File: src/rtl/smp_gain_alu_client.sv
// smp_gain_alu_client
//   Stereo gain stage with a MIDI CC7 volume control. Every accepted sample
//   trigger issues one multiply (P = A*B + C) on the shared ALU client bus.
//   The left/right samples are the A operands and the current gain is the B
//   operand. The product is rescaled and registered as the output sample.
//   Each trigger slews the gain toward the MIDI target by at most GAIN_STEP.
//   This avoids zipper noise on volume changes.
//
// Ports
//   clk, reset (async, active-low)
//   midi_rdy/midi_cmd/midi_ch_sysn/midi_data0/midi_data1 : decoded MIDI input
//   smp_trig, smp_in_l, smp_in_r      : input sample strobe and data
//   smp_out_rdy, smp_out_l, smp_out_r : scaled sample strobe and data (held)
//   overrun                           : sticky, trigger arrived while busy
//   alu_cycle/alu_strobe/alu_stall/alu_ack, alu_op, alu_a*/b*/c*, alu_p* :
//                                       ALU client bus, initiator side

`ifndef MIDI_CMD_SIZE
`define MIDI_CMD_SIZE 3
`endif
`ifndef MIDI_CMD_CC
`define MIDI_CMD_CC 3'd3
`endif

module smp_gain_alu_client #(
  parameter logic [3:0]  MIDI_CH    = 4'd0,
  parameter logic [6:0]  DEF_VOL    = 7'd100,
  parameter logic [17:0] GAIN_STEP  = 18'd1024,
  parameter logic [8:0]  ALU_OP_MUL = 9'h001
) (
  input  logic                      clk,
  input  logic                      reset,
  input  logic                      midi_rdy,
  input  logic [`MIDI_CMD_SIZE-1:0] midi_cmd,
  input  logic [3:0]                midi_ch_sysn,
  input  logic [6:0]                midi_data0,
  input  logic [6:0]                midi_data1,
  input  logic                      smp_trig,
  input  logic signed [17:0]        smp_in_l,
  input  logic signed [17:0]        smp_in_r,
  output logic                      smp_out_rdy,
  output logic signed [17:0]        smp_out_l,
  output logic signed [17:0]        smp_out_r,
  output logic                      overrun,
  output logic                      alu_cycle,
  output logic                      alu_strobe,
  input  logic                      alu_ack,
  input  logic                      alu_stall,
  output logic [8:0]                alu_op,
  output logic signed [17:0]        alu_al,
  output logic signed [17:0]        alu_ar,
  output logic signed [17:0]        alu_bl,
  output logic signed [17:0]        alu_br,
  output logic signed [47:0]        alu_cl,
  output logic signed [47:0]        alu_cr,
  input  logic signed [47:0]        alu_pl,
  input  logic signed [47:0]        alu_pr
);

  typedef enum logic [1:0] {IDLE, REQ, WAIT_ACK, OUT} state_t;

  localparam logic [17:0] DEF_GAIN = {1'b0, DEF_VOL, 10'b0};

  state_t      state, state_next;
  logic [17:0] gain_cur, gain_tgt, gain_next;
  logic        midi_hit, capture;
  logic        unused_p_bits;

  assign alu_op = ALU_OP_MUL;
  assign alu_cl = '0;
  assign alu_cr = '0;

  // Only bits [34:17] of the Q1.17 product form the output sample.
  assign unused_p_bits = ^{alu_pl[47:35], alu_pl[16:0], alu_pr[47:35], alu_pr[16:0]};

  assign midi_hit = midi_rdy && (midi_cmd == `MIDI_CMD_CC) &&
                    (midi_ch_sysn == MIDI_CH) && (midi_data0 == 7'd7);

  // An ack in REQ is only meaningful once the request is accepted.
  assign capture = ((state == REQ) && !alu_stall && alu_ack) ||
                   ((state == WAIT_ACK) && alu_ack);

  // Step toward the target by at most GAIN_STEP, landing exactly on it.
  always_comb begin
    gain_next = gain_cur;
    if (gain_tgt > gain_cur) begin
      if ((gain_tgt - gain_cur) > GAIN_STEP) gain_next = gain_cur + GAIN_STEP;
      else                                   gain_next = gain_tgt;
    end else if (gain_tgt < gain_cur) begin
      if ((gain_cur - gain_tgt) > GAIN_STEP) gain_next = gain_cur - GAIN_STEP;
      else                                   gain_next = gain_tgt;
    end
  end

  always_ff @(posedge clk or negedge reset) begin
    if (!reset) state <= IDLE;
    else        state <= state_next;
  end

  always_comb begin
    state_next  = state;
    alu_cycle   = 1'b0;
    alu_strobe  = 1'b0;
    smp_out_rdy = 1'b0;
    case (state)
      IDLE: begin
        if (smp_trig) state_next = REQ;
      end
      REQ: begin
        alu_cycle  = 1'b1;
        alu_strobe = 1'b1;
        if (!alu_stall) state_next = alu_ack ? OUT : WAIT_ACK;
      end
      WAIT_ACK: begin
        alu_cycle = 1'b1;
        if (alu_ack) state_next = OUT;
      end
      OUT: begin
        smp_out_rdy = 1'b1;
        state_next  = IDLE;
      end
      default: state_next = IDLE;
    endcase
  end

  // The operands are latched once per trigger and are held through any stall.
  // The bus requires them stable until the request is accepted.
  always_ff @(posedge clk or negedge reset) begin
    if (!reset) begin
      gain_cur  <= DEF_GAIN;
      gain_tgt  <= DEF_GAIN;
      alu_al    <= '0;
      alu_ar    <= '0;
      alu_bl    <= '0;
      alu_br    <= '0;
      smp_out_l <= '0;
      smp_out_r <= '0;
      overrun   <= 1'b0;
    end else begin
      if (midi_hit) gain_tgt <= {1'b0, midi_data1, 10'b0};
      if (smp_trig) begin
        if (state == IDLE) begin
          alu_al   <= smp_in_l;
          alu_ar   <= smp_in_r;
          alu_bl   <= gain_next;
          alu_br   <= gain_next;
          gain_cur <= gain_next;
        end else begin
          overrun <= 1'b1;
        end
      end
      if (capture) begin
        smp_out_l <= alu_pl[34:17];
        smp_out_r <= alu_pr[34:17];
      end
    end
  end

endmodule
File: config.mk
export PLATFORM = sky130hd
export DESIGN_NAME = smp_gain_alu_client
export DESIGN_NICKNAME = d
export VERILOG_FILES = /design/src/rtl/smp_gain_alu_client.sv
export SDC_FILE = /design/constraint.sdc
export NUM_CORES = 1
export LEC_CHECK = 0
export BUFFER_PORTS_ARGS = -buffer_cell sky130_fd_sc_hd__buf_2
export CAP_MARGIN = 5
export CELL_PAD_IN_SITES_DETAIL_PLACEMENT = 1
export CELL_PAD_IN_SITES_GLOBAL_PLACEMENT = 2
export CORE_MARGIN = 3
export CORE_UTILIZATION = 25
export CTS_CLUSTER_SIZE = 20
export DETAILED_ROUTE_END_ITERATION = 8
export GPL_ROUTABILITY_DRIVEN = 0
export HOLD_SLACK_MARGIN = 0.12
export PLACE_DENSITY = 0.88
export RECOVER_POWER = 50
export SETUP_SLACK_MARGIN = 0.02
export SYNTH_ARGS = -nofsm -noshare
export SYNTH_HDL_FRONTEND = slang
export SYNTH_SLANG_ARGS = --single-unit
File: constraint.sdc
create_clock -name clk -period 9.5 [get_ports clk]
set_input_delay 0.475 -clock clk [delete_from_list [all_inputs] [get_ports clk]]
set_output_delay 0.475 -clock clk [all_outputs]
set_load 0.02 [all_outputs]
==> metrics.csv <==
metric,value,unit
synth_top_flop_cell,dfrtp_1,
first_global_vias,4649,
clock_latency,0.34,ns
critical_path_class,in2async,
cp-startpoint,reset,
comb_power_share,48.5,%
antenna_left,0,
die_h,159.8,um
crit_path_cell_trace,"dlygate4sd3_1, clkbuf_1, clkbuf_1",
antenna_found_initial,2,
dieArea,0.02554,sq mm
finalSetupViolCount,0,
cts_resized,0,
yosysTopAreaCell,dfrtp_1,
cp_top_family,buffers and inverters,
ys_ff_latch,93,
cts.clk_slew.worst_paths,0.08,ns
grt-ovfl-total,0,
switchingPower,966.9,uW
cp-end-kind,async pin,
layout-drive-gt1-share,22.14,%
outcome,"complete, but fails checks",
routed_wl,17780,um
grt_pass1_wl,26750,um
cts_tree,done,
critPathMaxFanout,70,
synth_area_leaders,"dfrtp_1 (37%), buf_4 (18%), mux2_2 (8.4%)",
crit_required,9.05,ns
post_drt_via_cell_ratio,4.201,
placed_area,0.006624,sq mm
max_freq,187.0,MHz
synth_seq_area_share,39.47,%
root_buffer,clkbuf_16,
seqPwrFrac,33.7,%
async_flop_share,100.0,%
slew_headroom,-161.0,%
syn_inst,629,
synth_edf_count,0,
cts_hold_buf,1,
cts_sinks,93,
worst_hold_path_type,in2reg,
fin_crit_sh,56.30,%
fin_crit,5.348,ns
wl_per_cell,15.90,um
crit_path_frequent_cell,clkbuf_1,
finalHoldViolations,0,
rsz0062_at_grt,no,
critPathMaxStageDelay,2.81,ns
vias,4697,
path_buf_inv,3,
fp.coreArea,0.02292,sq mm
swShare,47.47,%
portBuffers,190,
h-tree-depth,3,
syn_area,0.005916,sq mm
start_kind,input pin,
p_int,1070,uW
rows,55,
postSynthAreaPerCell,9.405,sq um
grt_max_degree,71,
synth_top_area_share,36.80,%
ys_top_cells_by_count,"buf_4 (139), nand2_1 (125), dfrtp_1 (87), mux2_2 (44)",
reg2reg_from,alu_br[10],
finalSetupTns,0,ns
postLayoutCellArea,0.006804,sq mm
die_w,159.8,um
power_density,299.3,mW/mm^2
final_max_slew_viol_count,114,
drtIter0Drc,170,
ios,376,
track_usage,13.16,%
syn2layout_area_growth,15.02,%
clock_path_buffers,2,
drt_pass1_iterations,4,
pwr-share-clk,17.8,%
slowest_stage,clkbuf_1,
hpwl,13780,um
cp.arrival,4.90,ns
cts_setup_buffers,0,
tightest_slew,3.915,ns
min_from,smp_in_r[14],
route.detailed.drc,0,
synth_most_common_cell,buf_4,
finalClockSkew,0.01245,ns
ys_types,62,
nets,980,
start_util,25.81,%
yosysWarningCount,0,
numCtsBuffers,9,
violations,"capacitance limit, slew limit",
leakagePower,0.003266,uW
maxCapViolCount,2,
ir_drop,0.1022,mV
## worst min-delay path: cells and delay by family
family	cells	cell delay [ns]
AND/OR/NAND/NOR	2	0.08
buffers and inverters	1	0.07
## metrics by stage
step | hold slack (ns) | worst slack (ns) | total power (uW) | util [%] | cells
6_report | 0.3154 | 4.152 | 2037 | 29.69 | 1118
5_1_grt | 0.3020 | 3.188 | 2183 | 29.69 | 1118
4_1_cts | 0.3054 | 6.067 | 2105 | 30.23 | 1117
3_5_place_dp | 0.3979 | 6.112 | 1732 | 28.91 | 1100
3_3_place_gp | 0.4014 | 6.156 | 1704 | 28.91 | 1100
2_1_floorplan | 0.1794 | 6.408 | 1422 | - | 752
## layout by cell type, fill, tap and decap left out, drive strengths merged, types with 7 or more instances in the layout
cell type and instances:
buf 98, nand2 126, nor2 18, inv 25, mux2 44, nand3 10, ha 21, o211ai 7
xnor2 11, a211oi 12, clkbuf 104, conb 125, o21ai 15, dfrtp 87, a21oi 18
## layout make-up
type | instances | area [sq um]
diodes | 1 | 2.502
clock buffers | 10 | 239.0
clock inverters | 6 | 53.80
fillers | 2813 | 16110
inverters | 21 | 78.83
multi-input cells | 481 | 2848
flip-flops and latches | 93 | 2335
well taps | 313 | 391.6
repair buffers | 193 | 855.8
## kinds of logic after synthesis
| group | count (synthesis) | synth area share, % |
|---|---|---|
| AO/OA/AOI/OAI | 90 | 11.06 |
| AND/OR/NAND/NOR | 185 | 13.49 |
| adder cells (fa/ha/maj) | 22 | 4.780 |
| buffers and inverters | 178 | 20.41 |
| XOR/XNOR | 12 | 1.777 |
| other | 2 | 0.1270 |
| flip-flops | 93 | 39.47 |
| multiplexers | 47 | 8.883 |
## metal layers
| layer | up-vias | global-route usage, % | routed length [um] |
|---|---|---|---|
| met5 | - | 0 | 13 |
| met4 | 2 | 3.156 | 251 |
| met3 | 19 | 2.905 | 996 |
| met2 | 178 | 23.59 | 9119 |
| met1 | 2311 | 16.07 | 7398 |
| li1 | 2187 | - | - |
## power groups by stage
stage	registers (uW)	clock network [uW]	logic, uW
finish	686	362	988
CTS	682	377	1050
global route	711	393	1080
floorplan	852	0	570
detailed placement	690	0	1040
global placement	679	0	1020
## final timing paths
path / end / slack, ns / cells past startpoint
max: gain_tgt[13] / 4.15 / 3
min: alu_ar[14] / 0.32 / 3
max reg2reg: alu_br[13] / 6.04 / 10
min reg2reg: overrun / 0.45 / 1
max in group clk: alu_br[13] / 6.04 / 10
min in group asynchronous: smp_out_r[8] / 0.99 / 2
## sequential cells by signal, indices dropped and copies added, names as in the netlist
name / flops
alu_al: 18
overrun: 1
gain_tgt: 7
smp_out_l: 18
smp_out_r: 18
state: 2
gain_cur: 3
alu_br: 8
alu_ar: 18
(Power assumes the default switching activity.)
